==> config.mk <==
export PLATFORM = sky130hd
export DESIGN_NAME = esfa_lookup_engine_flat
export DESIGN_NICKNAME = d
export VERILOG_FILES = /design/src/rtl/esfa_lookup_if.sv /design/src/rtl/esfa_lookup_engine.sv /design/src/flat_wrapper.sv
export SDC_FILE = /design/constraint.sdc
export NUM_CORES = 1
export LEC_CHECK = 0
export ABC_AREA = 1
export ABC_CLOCK_PERIOD_IN_PS = 1600
export CORE_ASPECT_RATIO = 0.75
export CORE_MARGIN = 3
export CORE_UTILIZATION = 45
export CTS_BUF_LIST = sky130_fd_sc_hd__clkbuf_8
export DETAILED_ROUTE_END_ITERATION = 16
export HOLD_SLACK_MARGIN = 0.1
export PLACE_DENSITY = 0.86
export SYNTH_ARGS = -nofsm -noshare
export SYNTH_HDL_FRONTEND = slang
export SYNTH_SLANG_ARGS = --single-unit
export TNS_END_PERCENT = 100
==> constraint.sdc <==
create_clock -name clk -period 1.6 [get_ports clk]
set_clock_uncertainty 0.1 [all_clocks]
set_input_delay 0.24 -clock clk [delete_from_list [all_inputs] [get_ports clk]]
set_output_delay 0.24 -clock clk [all_outputs]
set_load 0.005 [all_outputs]
==> src/rtl/esfa_lookup_if.sv <==
`default_nettype none
// ============================================================================
// Module   : esfa_lookup_if
// Purpose  : Request, cell-store read and response bundle of the ESFA lookup
//            engine.
// Revision : 1.0
// ============================================================================
interface esfa_lookup_if #(
    parameter int ADDR_W = 4,
    parameter int DATA_W = 8
);
    logic              req_valid;
    logic              req_ready;
    logic [DATA_W-1:0] req_handle;
    logic [DATA_W-1:0] req_index;

    logic              cell_rd_en;
    logic [ADDR_W-1:0] cell_addr;
    logic              cell_arrDef;
    logic              cell_eltDef;
    logic [DATA_W-1:0] cell_array_code;
    logic [DATA_W-1:0] cell_rank;
    logic [DATA_W-1:0] cell_index;
    logic [DATA_W-1:0] cell_value;

    logic              rsp_valid;
    logic              rsp_ready;
    logic              rsp_found;
    logic [DATA_W-1:0] rsp_value;
    logic [DATA_W-1:0] rsp_context;
    logic [DATA_W-1:0] rsp_rank;
    logic [ADDR_W-1:0] rsp_addr;

    // Engine side: takes requests, reads the store, produces responses.
    modport master (
        input  req_valid, req_handle, req_index,
        output req_ready,
        output cell_rd_en, cell_addr,
        input  cell_arrDef, cell_eltDef, cell_array_code, cell_rank,
        input  cell_index, cell_value,
        output rsp_valid, rsp_found, rsp_value, rsp_context, rsp_rank, rsp_addr,
        input  rsp_ready
    );

    modport slave (
        output req_valid, req_handle, req_index,
        input  req_ready,
        input  cell_rd_en, cell_addr,
        output cell_arrDef, cell_eltDef, cell_array_code, cell_rank,
        output cell_index, cell_value,
        input  rsp_valid, rsp_found, rsp_value, rsp_context, rsp_rank, rsp_addr,
        output rsp_ready
    );
endinterface
`default_nettype wire

==> src/rtl/esfa_lookup_engine.sv <==
`default_nettype none
// ============================================================================
// Module   : esfa_lookup_engine
// Purpose  : Sequential (handle, index) lookup over the ESFA cell store,
//            returning the lowest-addressed matching cell.
// Revision : 1.0
// ============================================================================
module esfa_lookup_engine #(
    parameter int NUM_CELLS = 16,
    parameter int ADDR_W    = 4,
    parameter int DATA_W    = 8
) (
    input  wire logic      clk,
    input  wire logic      rst_n,
    esfa_lookup_if.master  bus
);
    localparam int                c_PTR_W     = ADDR_W + 1;
    localparam logic [c_PTR_W-1:0] c_NUM_CELLS = c_PTR_W'(NUM_CELLS);
    localparam logic [ADDR_W-1:0]  c_LAST_ADDR = ADDR_W'(NUM_CELLS - 1);

    typedef enum logic [1:0] {
        S_IDLE = 2'd0,
        S_SCAN = 2'd1,
        S_RESP = 2'd2
    } state_t;

    state_t              r_state;
    logic                r_req_ready;
    logic [DATA_W-1:0]   r_handle;
    logic [DATA_W-1:0]   r_index;
    logic [c_PTR_W-1:0]  r_ptr;
    logic                r_cell_rd_en;
    logic [ADDR_W-1:0]   r_cell_addr;
    logic                r_dv;
    logic [ADDR_W-1:0]   r_cmp_addr;
    logic                r_rsp_valid;
    logic                r_rsp_found;
    logic [DATA_W-1:0]   r_rsp_value;
    logic [DATA_W-1:0]   r_rsp_context;
    logic [DATA_W-1:0]   r_rsp_rank;
    logic [ADDR_W-1:0]   r_rsp_addr;

    logic                w_match;

    // Store data is only meaningful the cycle after a strobed read.
    assign w_match = r_dv && bus.cell_arrDef && bus.cell_eltDef &&
                     (bus.cell_array_code == r_handle) &&
                     (bus.cell_index == r_index);

    // Address 0 is issued on the accept edge so a hit at k answers after E(k+2).
    always_ff @(posedge clk or negedge rst_n) begin
        if (!rst_n) begin
            r_state       <= S_IDLE;
            r_req_ready   <= 1'b1;
            r_handle      <= '0;
            r_index       <= '0;
            r_ptr         <= '0;
            r_cell_rd_en  <= 1'b0;
            r_cell_addr   <= '0;
            r_dv          <= 1'b0;
            r_cmp_addr    <= '0;
            r_rsp_valid   <= 1'b0;
            r_rsp_found   <= 1'b0;
            r_rsp_value   <= '0;
            r_rsp_context <= '0;
            r_rsp_rank    <= '0;
            r_rsp_addr    <= '0;
        end else begin
            case (r_state)
                S_IDLE: begin
                    if (bus.req_valid && r_req_ready) begin
                        r_handle     <= bus.req_handle;
                        r_index      <= bus.req_index;
                        r_req_ready  <= 1'b0;
                        r_cell_rd_en <= 1'b1;
                        r_cell_addr  <= '0;
                        r_ptr        <= c_PTR_W'(1);
                        r_dv         <= 1'b0;
                        r_state      <= S_SCAN;
                    end
                end
                S_SCAN: begin
                    r_dv       <= r_cell_rd_en;
                    r_cmp_addr <= r_cell_addr;
                    if (w_match) begin
                        r_rsp_valid   <= 1'b1;
                        r_rsp_found   <= 1'b1;
                        r_rsp_value   <= bus.cell_value;
                        r_rsp_context <= bus.cell_array_code;
                        r_rsp_rank    <= bus.cell_rank;
                        r_rsp_addr    <= r_cmp_addr;
                        r_cell_rd_en  <= 1'b0;
                        r_cell_addr   <= '0;
                        r_dv          <= 1'b0;
                        r_state       <= S_RESP;
                    end else if (r_dv && (r_cmp_addr == c_LAST_ADDR)) begin
                        r_rsp_valid   <= 1'b1;
                        r_rsp_found   <= 1'b0;
                        r_rsp_value   <= '0;
                        r_rsp_context <= '0;
                        r_rsp_rank    <= '0;
                        r_rsp_addr    <= '0;
                        r_cell_rd_en  <= 1'b0;
                        r_cell_addr   <= '0;
                        r_dv          <= 1'b0;
                        r_state       <= S_RESP;
                    end else if (r_ptr < c_NUM_CELLS) begin
                        r_cell_rd_en  <= 1'b1;
                        r_cell_addr   <= r_ptr[ADDR_W-1:0];
                        r_ptr         <= r_ptr + c_PTR_W'(1);
                    end else begin
                        r_cell_rd_en  <= 1'b0;
                    end
                end
                S_RESP: begin
                    if (bus.rsp_ready) begin
                        r_rsp_valid   <= 1'b0;
                        r_rsp_found   <= 1'b0;
                        r_rsp_value   <= '0;
                        r_rsp_context <= '0;
                        r_rsp_rank    <= '0;
                        r_rsp_addr    <= '0;
                        r_req_ready   <= 1'b1;
                        r_state       <= S_IDLE;
                    end
                end
                default: begin
                    r_state     <= S_IDLE;
                    r_req_ready <= 1'b1;
                end
            endcase
        end
    end

    assign bus.req_ready   = r_req_ready;
    assign bus.cell_rd_en  = r_cell_rd_en;
    assign bus.cell_addr   = r_cell_addr;
    assign bus.rsp_valid   = r_rsp_valid;
    assign bus.rsp_found   = r_rsp_found;
    assign bus.rsp_value   = r_rsp_value;
    assign bus.rsp_context = r_rsp_context;
    assign bus.rsp_rank    = r_rsp_rank;
    assign bus.rsp_addr    = r_rsp_addr;
endmodule
`default_nettype wire

==> src/flat_wrapper.sv <==
// flat-port wrapper written by rule: the top's interface ports become plain ports
module esfa_lookup_engine_flat 
#(
    parameter int NUM_CELLS = 16,
    parameter int ADDR_W    = 4,
    parameter int DATA_W    = 8
)
  (clk, rst_n, bus_req_valid, bus_req_handle, bus_req_index, bus_req_ready, bus_cell_rd_en, bus_cell_addr, bus_cell_arrDef, bus_cell_eltDef, bus_cell_array_code, bus_cell_rank, bus_cell_index, bus_cell_value, bus_rsp_valid, bus_rsp_found, bus_rsp_value, bus_rsp_context, bus_rsp_rank, bus_rsp_addr, bus_rsp_ready);
  esfa_lookup_if #(.ADDR_W(ADDR_W), .DATA_W(DATA_W)) bus_i ();
  input  wire logic clk;
  input  wire logic rst_n;
  input wire logic [$bits(bus_i.req_valid)-1:0] bus_req_valid;
  input wire logic [$bits(bus_i.req_handle)-1:0] bus_req_handle;
  input wire logic [$bits(bus_i.req_index)-1:0] bus_req_index;
  output wire logic [$bits(bus_i.req_ready)-1:0] bus_req_ready;
  output wire logic [$bits(bus_i.cell_rd_en)-1:0] bus_cell_rd_en;
  output wire logic [$bits(bus_i.cell_addr)-1:0] bus_cell_addr;
  input wire logic [$bits(bus_i.cell_arrDef)-1:0] bus_cell_arrDef;
  input wire logic [$bits(bus_i.cell_eltDef)-1:0] bus_cell_eltDef;
  input wire logic [$bits(bus_i.cell_array_code)-1:0] bus_cell_array_code;
  input wire logic [$bits(bus_i.cell_rank)-1:0] bus_cell_rank;
  input wire logic [$bits(bus_i.cell_index)-1:0] bus_cell_index;
  input wire logic [$bits(bus_i.cell_value)-1:0] bus_cell_value;
  output wire logic [$bits(bus_i.rsp_valid)-1:0] bus_rsp_valid;
  output wire logic [$bits(bus_i.rsp_found)-1:0] bus_rsp_found;
  output wire logic [$bits(bus_i.rsp_value)-1:0] bus_rsp_value;
  output wire logic [$bits(bus_i.rsp_context)-1:0] bus_rsp_context;
  output wire logic [$bits(bus_i.rsp_rank)-1:0] bus_rsp_rank;
  output wire logic [$bits(bus_i.rsp_addr)-1:0] bus_rsp_addr;
  input wire logic [$bits(bus_i.rsp_ready)-1:0] bus_rsp_ready;
  assign bus_i.req_valid = bus_req_valid;
  assign bus_i.req_handle = bus_req_handle;
  assign bus_i.req_index = bus_req_index;
  assign bus_req_ready = bus_i.req_ready;
  assign bus_cell_rd_en = bus_i.cell_rd_en;
  assign bus_cell_addr = bus_i.cell_addr;
  assign bus_i.cell_arrDef = bus_cell_arrDef;
  assign bus_i.cell_eltDef = bus_cell_eltDef;
  assign bus_i.cell_array_code = bus_cell_array_code;
  assign bus_i.cell_rank = bus_cell_rank;
  assign bus_i.cell_index = bus_cell_index;
  assign bus_i.cell_value = bus_cell_value;
  assign bus_rsp_valid = bus_i.rsp_valid;
  assign bus_rsp_found = bus_i.rsp_found;
  assign bus_rsp_value = bus_i.rsp_value;
  assign bus_rsp_context = bus_i.rsp_context;
  assign bus_rsp_rank = bus_i.rsp_rank;
  assign bus_rsp_addr = bus_i.rsp_addr;
  assign bus_i.rsp_ready = bus_rsp_ready;
  esfa_lookup_engine #(.NUM_CELLS(NUM_CELLS), .ADDR_W(ADDR_W), .DATA_W(DATA_W)) u_core (.clk(clk), .rst_n(rst_n), .bus(bus_i));
endmodule
==> reports/metrics.cfg, run 1 <==
[outcome]
status = finished, violations left
violations = setup timing

[power]
combPwrFrac = 0.530
leakagePower_nw = 3.04
swShare = 0.409
p_clk_frac = 0.173
peakVddDrop_mv = 0.806
switching_power_mw = 3.11
seqPwrFrac = 0.296
power_density_mw_per_mm2 = 1380
p_int_mw = 4.49
power_mw = 7.60

[detailed_routing]
wl_mm = 11.0
met1Wirelength_mm = 4.38
drt_first_pass_iters = 5
antenna_left = 0
met3WireLength_um = 768
drc = 0
drt-initial-drc-count = 197
post_drt_wl_per_cell_um = 15.0
top_layer = met4
wl_met2_mm = 5.35
viasPerCell = 4.97
num_vias = 3646

[worst_setup_path]
crit_fanout = 7
path_class = register to register
setup.worst_path.end_class = register
arrival_ns = 2.10
required_ns = 1.79
startpoint_type = register

[placement]
dp_hpwl_mm = 6.35
place_congestion = 0.872
place_area_mm2 = 0.00472
numPortBuffers = 89
dpl_worst_slack_ns = -0.569

[synthesis]
syn-num-nets = 521
yosysSeqAreaShare = 0.482
synth_area_leaders = dfrtp_1 (47%), nand2_1 (23%), inv_1 (7.2%)
synthCells = 463
synth_seq_cells = 64
syn_area_mm2 = 0.00333
synthDominantCellAreaShare = 0.474
synth_edf_count = 0
synth_cell_types = 25
synthArstFlopShare = 1.00
yosys_warnings = 0
synth_top_area_cell = dfrtp_1
post_synth.cell_area_avg_um2 = 7.18
ys.flop_type = dfrtp_1

[floorplan]
die_area_mm2 = 0.00847
coreArea_mm2 = 0.00699
initial_utilization = 0.475
pin_count = 90
row_count = 26
die_x_um = 105
die_h_um = 80.5

[clocking]
cts_tree = done
path_clk_slew_ns = 0.08
cts-root-buf = clkbuf_8
cts_buffers = 9
clkLatencyLatePin_ns = 0.36
cts_buffer_depth = 2
clkSinkCount = 64
cts_max_level = 3

[grt]
groute.usage.overall = 0.218
grt_pass1_vias = 3254
grt_remaining_overflow = 0
antenna_found_initial = 0
grt_pass1_wl_mm = 14.8
grt_max_degree = 31

[sta]
holdWs_ns = 0.248
min_period_ns = 1.91
timing_hold_violations_final = 0
finalCritPeriodShare = 1.19
fmax_mhz = 525
report.final.slew_viol_count = 0
worst_slack_ns = -0.306
setup_viol = 58
grt_setup_unrepaired = true
worstMarginPinSlew_ns = 0.421
finalSetupTns_ns = -11.59
max-slew-margin-rel = 0.719

[layout]
drive_gt1_frac = 0.300
final_cell_area_mm2 = 0.00551
final_common_cell = nand2_1
area_delta_synth_final_pct = 65.6
diodes = 0
layout.nets = 689
fill_cells = 395
layout_common_cells = nand2_1 (159), clkdlybuf4s50_1 (71), dfrtp_1 (63), buf_4 (61), inv_1 (53)

[job]
maxCapViolations = 0

[min_path]
hold_path.class = primary input to async pin

[Yosys cell counts (4+ instances only)]
master,instances
buf_6,4
clkbuf_1,4
dfrtp_1,63
ha_1,4
inv_1,64
inv_2,4
nand2_1,202
nand3_1,15
nand4_1,5
nor2_1,52
nor2_2,5
o21ai_0,17
xor2_1,6
[state kept, by name, summed over array words and instances, names as in the netlist, 2 cells and up]
| register | count |
|---|---|
| u_core.r_state | 2 |
| u_core.bus.rsp_addr | 4 |
| u_core.bus.rsp_rank | 8 |
| u_core.bus.rsp_context | 8 |
| u_core.bus.rsp_value | 8 |
| u_core.r_cmp_addr | 4 |
| u_core.r_ptr | 5 |
| u_core.bus.cell_addr | 4 |
| u_core.r_handle | 8 |
| u_core.r_index | 8 |
[final cells by class]
type,count,area (um^2),area share
Multi-Input combinational cell,320,1670,0.304
Inverter,68,258,0.0468
Timing Repair Buffer,168,1670,0.303
Sequential cell,64,1600,0.291
Clock inverter,6,45.0,0.00818
Tap cell,98,123,0.0223
Clock buffer,10,138,0.0250
[metal layers]
metal | vias up | GRT usage
met5 | - | 0
met4 | 0 | 0.0852
met3 | 53 | 0.0578
met2 | 194 | 0.368
met1 | 1683 | 0.268
li1 | 1716 | -
[repair_timing]
action                                 4_1_cts  5_1_grt
pin swaps                                   12       30
setup endpoints to repair                   54       76
endpoints found under the hold margin       63        0
gates resized for setup                     24      102
buffers inserted                             8       16
hold buffers                                 1        0
gates cloned                                 0        4
[path summary, 6_finish.rpt]
check	to	cells past startpoint	slack (ns)	start
min	u_core.bus.rsp_rank[3]$_DFFE_PN0P_	2	0.25	rst_n
max	u_core.r_ptr[1]$_DFFE_PN0P_	10	-0.31	u_core.r_dv$_DFFE_PN0P_
min in group clk	u_core.bus.rsp_context[1]$_DFFE_PN0P_	6	0.29	bus_cell_array_code[1]
max reg2reg	u_core.r_ptr[1]$_DFFE_PN0P_	10	-0.31	u_core.r_dv$_DFFE_PN0P_
min reg2reg	u_core.bus.rsp_rank[0]$_DFFE_PN0P_	2	0.38	u_core.bus.rsp_rank[0]$_DFFE_PN0P_
max in group asynchronous	u_core.bus.req_ready$_DFFE_PN1P_	3	0.59	rst_n
[critical path: stages (launching register included)]
cell and delay [ns]:
dfrtp_1 0.40, inv_1 0.14, nor3_1 0.09, nand3_1 0.19
inv_1 0.11, nor2_2 0.24, nand2_4 0.11, buf_6 0.15
nor2_1 0.16, nand2_1 0.07, nand2_1 0.07
[power by group through the flow]
| stage | combinational (mW) | clock, mW | sequential, mW |
|---|---|---|---|
| global placement | 2.74 | 0 | 2.22 |
| finish | 4.03 | 1.32 | 2.25 |
| global route | 4.34 | 1.40 | 2.28 |
| floorplan | 1.61 | 0 | 2.19 |
| detailed placement | 2.85 | 0 | 2.24 |
| CTS | 3.08 | 1.32 | 2.21 |
[cells by family (layout without fill, tap and decap cells)]
group	Yosys count	in the layout	share of synthesized area
AO/OA/AOI/OAI	23	23	0.0376
XOR/XNOR	7	7	0.0184
adder cells (fa/ha/maj)	4	4	0.0150
buffers and inverters	79	252	0.102
flip-flops	64	64	0.482
AND/OR/NAND/NOR	286	286	0.345
[metrics by stage]
stage           util  instances
3_5_place_dp   0.675        690
4_1_cts        0.717        714
3_3_place_gp   0.675        690
5_1_grt        0.787        734
2_1_floorplan      -        463
6_report       0.787        734
Power figures use the tool's default switching activity.
==> inputs of run 2 (changes only) <==
- CORE_MARGIN: 3 -> default
==> run 2 against run 1 <==
Compared with the run above:
- the flow still finishes with violations (setup timing)
- register-to-register slack worse by 0.36 ns
- worst setup slack worse by 0.36 ns
- first-iteration DRC count is 89% higher
- critical path depth is 1 higher
- non-clock buffer count is 14 higher
- flip-flop and latch count stayed put
- core utilization is 8.8 points higher
- cell area is 11% higher
- global-route usage is 6.8 points higher
- sequential share of layout area is 2.8 points lower
- combinational power is 28% higher
- count of clock-buffer cells in the layout stayed put
- critical endpoint is now u_core.bus.rsp_context[0]$_DFFE_PN0P_
- largest power group unchanged
==> reports/metrics.cfg, run 2 (synthesis gave the netlist of run 1 again) <==
[grt]
use_met1 = 0.333  ; was 0.268
grt_util_met2 = 0.496  ; was 0.368
grt_remaining_overflow = 0  ; unchanged
gr-max-usage-layer = met2  ; unchanged
groute.usage.overall = 0.286  ; was 0.218
grt_max_degree = 29  ; was 31
grt_pass1_wl_mm = 17.1  ; was 14.8 mm
grt_pass1_vias = 3692  ; was 3,254
antenna_found_initial = 0  ; unchanged
use_met3 = 0.0615  ; was 0.0578

[clocking]
cts_buffer_depth = 2  ; unchanged
clkSinkCount = 64  ; unchanged
clkLatencyLatePin_ns = 0.37  ; was 0.36 ns
cts_buffers = 9  ; unchanged
cts_tree = done  ; unchanged
path_clk_slew_ns = 0.09  ; was 0.08 ns
cts_max_level = 3  ; unchanged
cts-root-buf = clkbuf_8  ; unchanged

[layout]
area_delta_synth_final_pct = 83.3  ; was 65.6%
layout.nets = 703  ; was 689
post-route-util = 0.876  ; was 0.787
drive_gt1_frac = 0.382  ; was 0.300
layout_common_cells = nand2_1 (147), clkdlybuf4s50_1 (66), buf_4 (63), dfrtp_1 (63), inv_1 (53)  ; was nand2_1 (159), clkdlybuf4s50_1 (71), dfrtp_1 (63), buf_4 (61), inv_1 (53)
diodes = 0  ; unchanged
final_cells = 748  ; was 734
final_common_cell = nand2_1  ; unchanged

[floorplan]
die_area_mm2 = 0.00774  ; was 0.00847 mm^2
coreArea_mm2 = 0.00696  ; was 0.00699 mm^2
pin_count = 90  ; unchanged
die_h_um = 76.5  ; was 80.5 um
row_count = 26  ; unchanged
initial_utilization = 0.478  ; was 0.475
die_x_um = 101  ; was 105 um

[power]
power_density_mw_per_mm2 = 1520  ; was 1380 mW/mm^2
leakagePower_nw = 3.33  ; was 3.04 nW
peakVddDrop_mv = 1.10  ; was 0.806 mV

[detailed_routing]
antenna_left = 0  ; unchanged
drt-initial-drc-count = 372  ; was 197
drt_first_pass_iters = 5  ; unchanged
post_drt_wl_per_cell_um = 21.0  ; was 15.0 um
drc = 0  ; unchanged
num_vias = 4259  ; was 3,646
wl_mm = 15.7  ; was 11.0 mm
viasPerCell = 5.69  ; was 4.97

[placement]
numPortBuffers = 89  ; unchanged
place_inst = 689  ; was 690
place_congestion = 0.846  ; was 0.872
dp_hpwl_mm = 6.11  ; was 6.35 mm

[worst_setup_path]
crit_family = simple AND/OR/NAND/NOR gates  ; unchanged
reg2reg_from = u_core.r_index[3]$_DFFE_PN0P_  ; was u_core.r_dv$_DFFE_PN0P_
crit_chain = nor2_1, nor2_1, nor2_2, buf_4, nand3_4, nor2_4, nand4_4, clkbuf_16, nor2_2, nand2_1, nand2_1  ; was inv_1, nor3_1, nand3_1, inv_1, nor2_2, nand2_4, buf_6, nor2_1, nand2_1, nand2_1
crit_fanout = 7  ; unchanged
required_ns = 1.82  ; was 1.79 ns
setup.worst_path.end_class = register  ; unchanged
cpMaxStageDelayCell = dfrtp_1  ; unchanged
arrival_ns = 2.49  ; was 2.10 ns
critPathLaunch = u_core.r_index[3]$_DFFE_PN0P_  ; was u_core.r_dv$_DFFE_PN0P_
cpPeakStageDelay_ns = 0.41  ; was 0.40 ns
path_class = register to register  ; unchanged
startpoint_type = register  ; unchanged
critical_path_buf_inv_count = 2  ; was 3

[sta]
finalSetupTns_ns = -24.06  ; was -11.59 ns
worst_slack_ns = -0.670  ; was -0.306 ns
finalCritPeriodShare = 1.42  ; was 1.19
report.final.slew_viol_count = 0  ; unchanged
fmax_mhz = 440  ; was 525 MHz
max-slew-margin-rel = 0.630  ; was 0.719
grt_setup_unrepaired = true  ; unchanged
min_period_ns = 2.27  ; was 1.91 ns
worstMarginPinSlew_ns = 0.555  ; was 0.421 ns
setup_viol = 67  ; was 58
timing_hold_violations_final = 0  ; unchanged

[outcome]
status = finished, violations left  ; unchanged
violations = setup timing  ; unchanged

[job]
maxCapViolations = 0  ; unchanged

[min_path]
hold_path.class = primary input to async pin  ; unchanged

## run 2: changes by cell type in the layout (fill, tap and decap cells not counted), moves of 5 or more
cell	change
nor2_1	-23
nand2_1	-12
nor2_2	+12
nor2_4	+11
nand2_4	+10
buf_16	+5
clkdlybuf4s50_1	-5
o21ai_2	+5
## run 2: metrics by stage
step | area (um^2) | setup WS (ns) | hold WS [ns] | power [mW]
2_1_floorplan | 3340 | -0.00347 | -0.156 | 3.81
3_3_place_gp | 4720 | -0.463 | 0.137 | 4.93
3_5_place_dp | 4720 | -0.551 | 0.147 | 5.05
4_1_cts | 5380 | -0.235 | 0.302 | 7.84
5_1_grt | 6100 | -0.716 | 0.310 | 9.55
6_report | 6100 | -0.670 | 0.287 | 9.27
## run 2: worst paths after layout
| check | end | slack, ns | cells past startpoint |
|---|---|---|---|
| worst max-delay path | u_core.bus.rsp_context[0]$_DFFE_PN0P_ | -0.67 | 11 |
| worst min-delay path | u_core.bus.rsp_rank[6]$_DFFE_PN0P_ | 0.29 | 2 |
| worst max register to register | u_core.bus.rsp_context[0]$_DFFE_PN0P_ | -0.67 | 11 |
| worst min register to register | u_core.bus.rsp_addr[3]$_DFFE_PN0P_ | 0.39 | 2 |
| max in group asynchronous | u_core.bus.req_ready$_DFFE_PN1P_ | 0.51 | 3 |
| min in group clk | u_core.r_index[4]$_DFFE_PN0P_ | 0.32 | 3 |
## run 2: repair_timing
| action | in CTS | in global routing |
|---|---|---|
| resized for setup | 50 | 160 |
| setup buffers | 15 | 22 |
| hold buffers | 1 | 0 |
| pin swaps | 8 | 44 |
| setup endpoints to repair | 49 | 79 |
| hold endpoints to repair | 19 | 0 |
| gates cloned | 6 | 5 |
## run 2: power by group
| group | switching, mW | internal [mW] | total, mW |
|---|---|---|---|
| sequential | 0.335 | 1.98 | 2.32 |
| combinational | 2.78 | 2.36 | 5.14 |
| clock | 0.724 | 1.09 | 1.81 |
## run 2: per-layer routing
layer | up-vias | share of wire
li1 | 1755 | -
met1 | 1967 | 0.34
met2 | 416 | 0.48
met3 | 121 | 0.10
met4 | 0 | 0.071
met5 | - | 0
## run 2: area by class of cell
| type | instances | area, um^2 |
|---|---|---|
| Inverter | 68 | 258 |
| Sequential cell | 64 | 1600 |
| Timing Repair Buffer | 182 | 1940 |
| Multi-Input combinational cell | 320 | 1920 |
| Clock buffer | 10 | 138 |
| Fill cell | 291 | 866 |
| Clock inverter | 6 | 115 |
| Tap cell | 98 | 123 |
## run 2: worst register-to-register path: stages, from the launching register on
cell and delay, ns:
dfrtp_1 0.41, nor2_1 0.14, nor2_1 0.08, nor2_2 0.26, buf_4 0.20, nand3_4 0.08, nor2_4 0.14, nand4_4 0.24
clkbuf_16 0.27, nor2_2 0.14, nand2_1 0.09, nand2_1 0.07
==> inputs of run 3 (changes only) <==
- ABC_CLOCK_PERIOD_IN_PS: 1600 -> 2300
- CORE_UTILIZATION: 45 -> 50
- CTS_CLUSTER_SIZE: default -> 20
- PLACE_DENSITY: 0.86 -> 0.9
- clock period: 1.6 -> 2.3 ns (I/O delays scaled with it)
==> run 3 against run 2 <==
Compared with the run above:
- clock power down 40%
- the flow now finishes without violations
- worst hold slack better by 0.098 ns
- worst setup slack better by 1.1 ns
- die area down 9.8%
- sequential share of layout area up 8.8 points
- count of clock-buffer cells in the layout down 1
- highest routed layer unchanged
- via count down 25%
- critical endpoint is now u_core.r_ptr[3]$_DFFE_PN0P_
- cell count down 13%
- critical path type unchanged
- sequential power down 33%
- critical path depth down 2
- power down 54%
- first-iteration DRC count down 59%
==> reports/metrics.cfg, run 3 (synthesis gave the netlist of run 1 again) <==
[grt]
groute.usage.overall = 0.251  ; was 0.286
grt_pass1_wl_mm = 13.2  ; was 17.1 mm
antenna_found_initial = 0  ; unchanged
grt_max_degree = 32  ; was 29
grt_pass1_vias = 3093  ; was 3,692
grt_remaining_overflow = 0  ; unchanged

[clocking]
postCtsSetupBuffers = 0  ; was 15
cts_buffers = 9  ; unchanged
cts_buffer_depth = 2  ; unchanged
clkLatencyLatePin_ns = 0.35  ; was 0.37 ns
clkSinkCount = 64  ; unchanged
cts_max_level = 3  ; unchanged
cts-root-buf = clkbuf_8  ; unchanged
cts_resized = 0  ; was 50
cts_tree = done  ; unchanged
path_clk_slew_ns = 0.08  ; was 0.09 ns

[floorplan]
coreArea_mm2 = 0.00635  ; was 0.00696 mm^2
initial_utilization = 0.524  ; was 0.478
die_h_um = 72.6  ; was 76.5 um
pin_count = 90  ; unchanged
die_area_mm2 = 0.00698  ; was 0.00774 mm^2
row_count = 25  ; was 26
die_x_um = 96.2  ; was 101 um

[sta]
fmax_mhz = 527  ; was 440 MHz
grt_setup_unrepaired = false  ; was true
worstMarginPinSlew_ns = 0.692  ; was 0.555 ns
report.final.slew_viol_count = 0  ; unchanged
finalSetupTns_ns = 0  ; was -24.06 ns
max-slew-margin-rel = 0.539  ; was 0.630
min_period_ns = 1.90  ; was 2.27 ns
finalCritPeriodShare = 0.825  ; was 1.42
timing_hold_violations_final = 0  ; unchanged
setup_viol = 0  ; was 67

[worst_setup_path]
crit_fanout = 6  ; was 7
arrival_ns = 2.03  ; was 2.49 ns
worstReg2RegEnd = u_core.r_ptr[3]$_DFFE_PN0P_  ; was u_core.bus.rsp_context[0]$_DFFE_PN0P_
startpoint_type = register  ; unchanged
r2r_cells = 9  ; was 11
reg2reg_from = u_core.bus.req_ready$_DFFE_PN1P_  ; was u_core.r_index[3]$_DFFE_PN0P_
reg2reg_slack_ns = 0.40  ; was -0.67 ns
required_ns = 2.44  ; was 1.82 ns
path_class = register to register  ; unchanged
setup.worst_path.end_class = register  ; unchanged

[job]
maxCapViolations = 0  ; unchanged

[layout]
drive_gt1_frac = 0.0791  ; was 0.382
final_common_cell = nand2_1  ; unchanged
layout.nets = 622  ; was 703
seqCellArea_mm2 = 0.00160  ; unchanged
layout_common_cells = nand2_1 (202), clkdlybuf4s50_1 (88), inv_1 (64), dfrtp_1 (63), nor2_1 (52)  ; was nand2_1 (147), clkdlybuf4s50_1 (66), buf_4 (63), dfrtp_1 (63), inv_1 (53)
multi_input_area_mm2 = 0.00138  ; was 0.00192 mm^2
area_delta_synth_final_pct = 37.5  ; was 83.3%
final_cells = 650  ; was 748
diodes = 0  ; unchanged
fill_cells = 479  ; was 291

[min_path]
hold_path.class = register to register  ; was primary input to async pin
worstHoldStart = u_core.bus.rsp_addr[3]$_DFFE_PN0P_
whs_endpoint = u_core.bus.rsp_addr[3]$_DFFE_PN0P_
hold_depth = 2

[power]
power_mw = 4.25  ; was 9.27 mW
power_density_mw_per_mm2 = 930  ; was 1520 mW/mm^2
peakVddDrop_mv = 0.541  ; was 1.10 mV
leakagePower_nw = 2.43  ; was 3.33 nW

[detailed_routing]
drt_first_pass_iters = 4  ; was 5
post_drt_wl_per_cell_um = 12.4  ; was 21.0 um
wl_mm = 8.09  ; was 15.7 mm
drc = 0  ; unchanged
drt-initial-drc-count = 154  ; was 372
num_vias = 3188  ; was 4,259
antenna_left = 0  ; unchanged
viasPerCell = 4.90  ; was 5.69

[placement]
dp_hpwl_mm = 5.92  ; was 6.11 mm
place_inst = 633  ; was 689
place_congestion = 0.848  ; was 0.846
numPortBuffers = 89  ; unchanged

[outcome]
status = finished clean  ; was finished, violations left

[run 3: cell count changes in the layout (fill, tap and decap cells not counted), moves of 11 or more]
cell	delta
buf_4	-54
clkdlybuf4s50_1	+22
dlymetal6s2s_1	-15
inv_1	+11
nand2_1	+55
nand2_2	-37
nand2_4	-17
nor2_1	+35
nor2_2	-20
nor2_4	-15
o21ai_0	+12
[run 3: layout make-up]
class | count | share of cell area
timing repair buffer | 101 | 0.219
inverter | 68 | 0.0558
clock inverter | 7 | 0.0224
tap | 81 | 0.0222
clock buffer | 9 | 0.0271
multi-input combinational | 320 | 0.302
sequential | 64 | 0.351
[run 3: timing repair]
| action | in CTS | in global routing |
|---|---|---|
| hold buffers | 1 | 0 |
| hold endpoints to repair | 27 | 0 |
| endpoints found under the setup margin | 0 | 0 |
[run 3: worst max-delay path, stage by stage (launching register included)]
cell	delay (ns)
dfstp_2	0.53
inv_1	0.07
o21ai_0	0.24
nand2_1	0.12
inv_1	0.13
nand2_1	0.08
inv_1	0.12
nand3_1	0.20
nand2_1	0.12
nand2_1	0.06
[run 3: per-stage QoR]
step | hold slack [ns] | utilization | setup WS (ns) | cell area [um^2]
5_1_grt | 0.409 | 0.720 | 0.165 | 4570
2_1_floorplan | -0.0506 | - | 0.588 | 3330
3_5_place_dp | 0.317 | 0.683 | 0.110 | 4340
4_1_cts | 0.385 | 0.720 | 0.437 | 4570
3_3_place_gp | 0.315 | 0.683 | 0.146 | 4340
6_report | 0.385 | 0.720 | 0.402 | 4570
[run 3: worst max path at each step]
stage                                startpoint  depth (start not counted)                                  to  slack [ns]
2_1_floorplan     u_core.r_state[1]$_DFFE_PN0P_                         11         u_core.r_ptr[0]$_DFFE_PN0P_        0.59
3_3_place_gp             bus_cell_array_code[7]                         12  u_core.bus.rsp_rank[7]$_DFFE_PN0P_        0.15
3_5_place_dp             bus_cell_array_code[4]                         12  u_core.bus.rsp_rank[0]$_DFFE_PN0P_        0.11
4_1_cts        u_core.bus.req_ready$_DFFE_PN1P_                          9         u_core.r_ptr[3]$_DFFE_PN0P_        0.44
5_1_grt        u_core.bus.req_ready$_DFFE_PN1P_                          9         u_core.r_ptr[1]$_DFFE_PN0P_        0.17
6_report       u_core.bus.req_ready$_DFFE_PN1P_                          9         u_core.r_ptr[3]$_DFFE_PN0P_        0.40
[run 3: report_power, final]
part	internal, mW	switching (mW)	total (mW)
Clock	0.620	0.468	1.09
Sequential	1.38	0.168	1.55
Combinational	0.633	0.984	1.62
[run 3: per-layer routing]
layer | track usage | up-vias | wire, um
li1 | - | 1580 | -
met1 | 0.304 | 1475 | 3370
met2 | 0.432 | 126 | 3940
met3 | 0.0813 | 7 | 703
met4 | 0.0647 | 0 | 71
met5 | 0 | - | 0
